[config.mk]
export PLATFORM = sky130hd
export DESIGN_NAME = viterbi_traceback_ctrl
export DESIGN_NICKNAME = d
export VERILOG_FILES = /design/src/rtl/viterbi_traceback_ctrl.sv
export SDC_FILE = /design/constraint.sdc
export NUM_CORES = 1
export LEC_CHECK = 0
export CAP_MARGIN = 30
export CORE_UTILIZATION = 45
export DETAILED_ROUTE_END_ITERATION = 6
export GPL_TIMING_DRIVEN = 0
export PLACE_DENSITY = 0.58
export SYNTH_ARGS = -nofsm -noshare
export SYNTH_HDL_FRONTEND = slang
export SYNTH_SLANG_ARGS = --single-unit
[constraint.sdc]
create_clock -name clk -period 4.2 [get_ports clk]
set_input_delay 0.84 -clock clk [delete_from_list [all_inputs] [get_ports clk]]
set_output_delay 0.84 -clock clk [all_outputs]
set_load 0.03 [all_outputs]
[src/rtl/viterbi_traceback_ctrl.sv]
// ============================================================================
// viterbi_traceback_ctrl
// ----------------------------------------------------------------------------
// Survivor-memory and traceback controller for a 4-state (K=3) Viterbi
// decoder. Each accepted symbol stores one 4-bit ACS decision column in a
// ring buffer that is 3*TBL columns deep. After every TBL new columns the
// controller traces back 2*TBL columns. It starts from the best state that
// the min-metric selector reported for the newest column. The first TBL steps
// only let the path merge. The second TBL steps produce TBL decoded bits,
// which are handed downstream oldest first.
//
// Parameters
//   TBL  traceback / decode block length in symbols (2..85)
//   PW   ring-buffer pointer width, 3*TBL must fit in 2**PW
//
// Ports
//   clk         rising-edge clock
//   rst_n       asynchronous active-low reset
//   in_valid    decision column offered by the ACS unit
//   in_ready    controller can take the column (write = in_valid & in_ready)
//   surv        decision bits, surv[s] belongs to state s
//   best_state  min-metric state for the column being written
//   out_valid   decoded bit available
//   out_ready   downstream takes the bit
//   out_bit     decoded bit, oldest of the block first
//   out_last    marks the newest (TBL-th) bit of each block
// ============================================================================
module viterbi_traceback_ctrl #(
    parameter int TBL = 8,
    parameter int PW  = 5
) (
    input  logic       clk,
    input  logic       rst_n,
    input  logic       in_valid,
    output logic       in_ready,
    input  logic [3:0] surv,
    input  logic [1:0] best_state,
    output logic       out_valid,
    input  logic       out_ready,
    output logic       out_bit,
    output logic       out_last
);

    localparam int DEPTH = 3 * TBL;
    localparam int IW    = (TBL > 1) ? $clog2(TBL) : 1;
    localparam logic [PW-1:0] LAST_PTR = PW'(DEPTH - 1);
    localparam logic [IW-1:0] LAST_IDX = IW'(TBL - 1);

    typedef enum logic [1:0] {
        IDLE,
        MERGE,
        DECODE,
        HOLD
    } fsm_t;

    fsm_t fsm;
    fsm_t fsm_next;

    logic [3:0]     mem [DEPTH];
    logic [PW-1:0]  wp;
    logic [PW-1:0]  rp;
    logic [IW-1:0]  cnt_new;
    logic [IW-1:0]  step;
    logic [IW-1:0]  out_idx;
    logic           primed;
    logic [1:0]     tb_state;
    logic [TBL-1:0] tbuf;
    logic [TBL-1:0] obuf;

    logic wr_en;
    logic block_done;
    logic start;
    logic step_last;
    logic tracing;
    logic load_out;
    logic out_fire;
    logic tb_bit;

    // The last column of a block is held off while a traceback or a pending
    // hand-off is still in progress. This keeps a new start from overlapping
    // a busy FSM. It also keeps writes from reaching columns that are still
    // being traced.
    assign in_ready   = !(cnt_new == LAST_IDX && fsm != IDLE);
    assign wr_en      = in_valid && in_ready;
    assign block_done = wr_en && (cnt_new == LAST_IDX);
    // The first completed block after reset only fills the history.
    // A traceback is not possible until 2*TBL columns exist.
    assign start      = block_done && primed;
    assign step_last  = (step == LAST_IDX);
    assign tracing    = (fsm == MERGE) || (fsm == DECODE);
    assign load_out   = (fsm == HOLD) && !out_valid;
    assign out_fire   = out_valid && out_ready;

    // One trellis step reads the survivor bit of the current state. Reads see
    // the pre-write contents. rp never equals wp while tracing.
    assign tb_bit = mem[rp][tb_state];

    // The output is forced low when idle so it stays quiet between blocks.
    assign out_bit  = out_valid && obuf[out_idx];
    assign out_last = out_valid && (out_idx == LAST_IDX);

    // Survivor memory. It has no reset on purpose. The primed/cnt_new
    // bookkeeping guarantees that stale columns are never traced.
    always_ff @(posedge clk) begin
        if (wr_en) begin
            mem[wp] <= surv;
        end
    end

    // FSM state register.
    always_ff @(posedge clk or negedge rst_n) begin
        if (!rst_n) begin
            fsm <= IDLE;
        end else begin
            fsm <= fsm_next;
        end
    end

    // Next-state logic. MERGE and DECODE each last exactly TBL steps.
    // HOLD waits until the previous block has fully drained from the
    // output buffer.
    always_comb begin
        fsm_next = fsm;
        case (fsm)
            IDLE:    if (start)      fsm_next = MERGE;
            MERGE:   if (step_last)  fsm_next = DECODE;
            DECODE:  if (step_last)  fsm_next = HOLD;
            HOLD:    if (!out_valid) fsm_next = IDLE;
            default:                 fsm_next = IDLE;
        endcase
    end

    // Write side and traceback datapath. A start captures the newest column
    // as the read pointer and the selector's best state as the path head.
    // Each traceback step then moves to the predecessor {s[0], surv[s]}
    // one column back. During DECODE, s[1] is the decoded bit of the current
    // column. Bits arrive newest first, so they are stored reversed.
    always_ff @(posedge clk or negedge rst_n) begin
        if (!rst_n) begin
            wp       <= '0;
            rp       <= '0;
            cnt_new  <= '0;
            primed   <= 1'b0;
            tb_state <= '0;
            step     <= '0;
            tbuf     <= '0;
        end else begin
            if (wr_en) begin
                wp <= (wp == LAST_PTR) ? '0 : wp + PW'(1);
                if (block_done) begin
                    cnt_new <= '0;
                    primed  <= 1'b1;
                end else begin
                    cnt_new <= cnt_new + IW'(1);
                end
            end

            if (start) begin
                tb_state <= best_state;
                rp       <= wp;
                step     <= '0;
            end else if (tracing) begin
                tb_state <= {tb_state[0], tb_bit};
                rp       <= (rp == '0) ? LAST_PTR : rp - PW'(1);
                step     <= step_last ? '0 : step + IW'(1);
                if (fsm == DECODE) begin
                    tbuf[LAST_IDX - step] <= tb_state[1];
                end
            end
        end
    end

    // Output buffer. A finished block is copied only once the previous one
    // has drained. After that the traceback buffer is free for the next
    // block, while these bits trickle out one per handshake.
    always_ff @(posedge clk or negedge rst_n) begin
        if (!rst_n) begin
            out_valid <= 1'b0;
            out_idx   <= '0;
            obuf      <= '0;
        end else if (load_out) begin
            obuf      <= tbuf;
            out_valid <= 1'b1;
            out_idx   <= '0;
        end else if (out_fire) begin
            if (out_idx == LAST_IDX) begin
                out_valid <= 1'b0;
                out_idx   <= '0;
            end else begin
                out_idx <= out_idx + IW'(1);
            end
        end
    end

endmodule

==> flow_metrics.tcl <==
set metrics [dict create \
    vias_per_cell 5.49 \
    die_area_sq_mm 0.0138 \
    core_area_sq_mm 0.0128 \
    largest_net_degree_at_the_start_of_global_routing 38 \
    synth_cell_type_count 46 \
    synth_ff_type "edfxtp_1" \
    setup-tns-final_ps 0 \
    die_w_um 118 \
    multi_input_comb_area_sq_mm 0.00196 \
    post-cts-setup-buffer-count 0 \
    root_buffer "clkbuf_16" \
    max_freq_mhz 325 \
    vias 3409 \
    finalClockSkew_ps 14.3 \
    ctsLongestPathBuffers 2 \
    ios 14 \
    timing.critical_path.from_type "flip-flop" \
    p_leak_uw 0.00256 \
    antenna_violations_before_repair 0 \
    asyncSetResetFlopFracSynth 0.299 \
    worst_skew_pair.late_latency_ps 420 \
    post_route_cells_drive_above_1_share 0.145 \
    ctsResizeCount 0 \
    syn-num-nets 428 \
    timing.critical_path.to_type "output pin" \
    place.detailed.hpwl_um 8270 \
    cts_tree "done" \
    launch_point_of_the_worst_reg_to_reg_path "cnt_new[0]" \
    timing.max_slew.rel_slack 0.433 \
    floorplan.die.height_um 118 \
    min_period_ps 3070 \
    required_ps 3360 \
    finalHoldViolCount 0 \
    fillerInstances 1075 \
    cts_buffers 17 \
    wl_um 12000 \
    placement.io_buffers 13 \
    timing.max_cap.violations 0 \
    first_iter_violations 226 \
    postPlaceCellArea_sq_mm 0.00638 \
    finalSetupViolations 0 \
    global_route.overflow_total 0 \
    yosys_warnings 0 \
    rows 41 \
    timing_worst_slew_pin_value_ps 847 \
    layout.core_utilization 0.540 \
    ys_seq_elements 137 \
    r2r_setup_slack_ps 1650 \
    drt-pass1-iter-count 4 \
    syn_inst 403 \
    number_of_enable_type_register_cells_in_the_synthesized_netlist 96 \
    critical_path_arrival_ps 2230 \
    finalInstanceArea_sq_mm 0.00692 \
    drcViolationCount 0 \
    power.ir.vdd_worst_uv 351 \
    hold_class "in2async" \
    most_common_cell_after_layout_fill_and_taps_aside "edfxtp_1" \
    critPathMaxFanout 6 \
    grt_setup_unrepaired "no" \
    fin_nets 461 \
    final_cell_mix "edfxtp_1 (96), dfrtp_1 (41), nor2_1 (38), nand2_1 (33), o21ai_0 (21)" \
    worst_setup_path_startpoint "out_idx[0]" \
    final_min_period_over_clock_period 0.732 \
    synthesis.area_per_instance_sq_um 14.9 \
    syn2layout_area_growth_pct 15.1 \
    cts_hold_repair.buffers 0 \
    grt_pass1_vias 3492 \
    number_of_max_slew_violations_in_the_final_report 0 \
    p_per_area_mw_per_mm2 696 \
    antenna_cells_inserted 0 \
    drt-wirelength-per-cell_um 19.3 \
    clock-sinks 137 \
    starting_density 0.469 \
    htreeDepth 4 \
    path_class "reg2out" \
    post_synth_instance_area_sq_mm 0.00602 \
    register_area_sq_mm 0.00391 \
    final_estimated_routing_congestion_in_global_placement 0.830 \
    run_status "completed" \
    seq_area_frac_synth 0.650 \
    drtAntennaViolNets 0 \
    first_pass_grt_wire_length_um 18900 \
    cts.clk_slew.worst_paths_ps 50 \
    groute.usage.overall 0.189 \
]
cells in the mapped netlist (4+ instances only):
cell	number	share of area
clkbuf_1	8	0.0050
nand2b_1	5	0.0052
o21ai_0	21	0.017
inv_1	11	0.0069
mux4_1	11	0.048
mux4_2	9	0.034
nand3b_1	5	0.0062
and2_1	5	0.0052
mux2i_1	19	0.032
nor2b_1	4	0.0042
nand2_1	33	0.021
nor2_1	38	0.024
dfrtp_1	41	0.17
ha_1	15	0.031
a21oi_1	4	0.0033
nand3_1	7	0.0058
mux2_2	18	0.034
edfxtp_1	96	0.48
nand4_1	5	0.0052
through the flow:
step           instances  hold slack, ps  setup slack, ps  total power (uW)
2_1_floorplan        403             441             1880              3020
3_3_place_gp         588             455             1210              3450
3_5_place_dp         589             463             1200              3490
4_1_cts              621             218             1080              4870
5_1_grt              621             224              987              5110
6_report             621             241             1130              4820
report_power, final:
| part | internal (uW) | switching (uW) |
|---|---|---|
| registers | 1700 | 183 |
| clock network | 843 | 512 |
| logic | 703 | 878 |
final timing paths:
path,end,depth (start not counted)
worst max-delay path,out_bit,4
worst min-delay path,out_valid,1
worst max register to register,mem[15][2],7
worst min register to register,primed,1
max in group asynchronous,cnt_new[2],2
min in group clk,primed,1
worst max-delay path, cell delays in order (launching register included):
cell and delay (ps):
dfrtp_1 480, mux4_2 540, mux2i_1 140, nor2b_1 60, clkdlybuf4s50_1 580
per-layer routing:
layer,part of all wire,GRT usage
met4,0.014,0.0769
met3,0.032,0.0484
met5,0,0
met2,0.49,0.301
met1,0.46,0.246
state kept, by name, summed over array words and instances, names as in the netlist:
register	cells
cnt_new	3
fsm	2
mem	96
obuf	8
out_idx	3
out_valid	1
primed	1
rp	5
step	3
tb_state	2
tbuf	8
wp	5
cell type report:
cell class,instances,share of cell area
Clock inverter,7,0.0101
Tap cell,172,0.0311
Timing Repair Buffer,14,0.0210
Sequential cell,137,0.565
Multi-Input combinational cell,237,0.283
Inverter,11,0.00596
Buffer,18,0.0154
Clock buffer,25,0.0687
logic make-up after synthesis:
family / after synthesis / synth area share
flops: 137 / 0.650
xor+xnor: 4 / 0.00582
mux: 57 / 0.147
compound gates: 43 / 0.0464
simple gates: 118 / 0.0954
buf+inv: 29 / 0.0245
fa+ha+maj: 15 / 0.0312
Power figures use the tool's default switching activity.
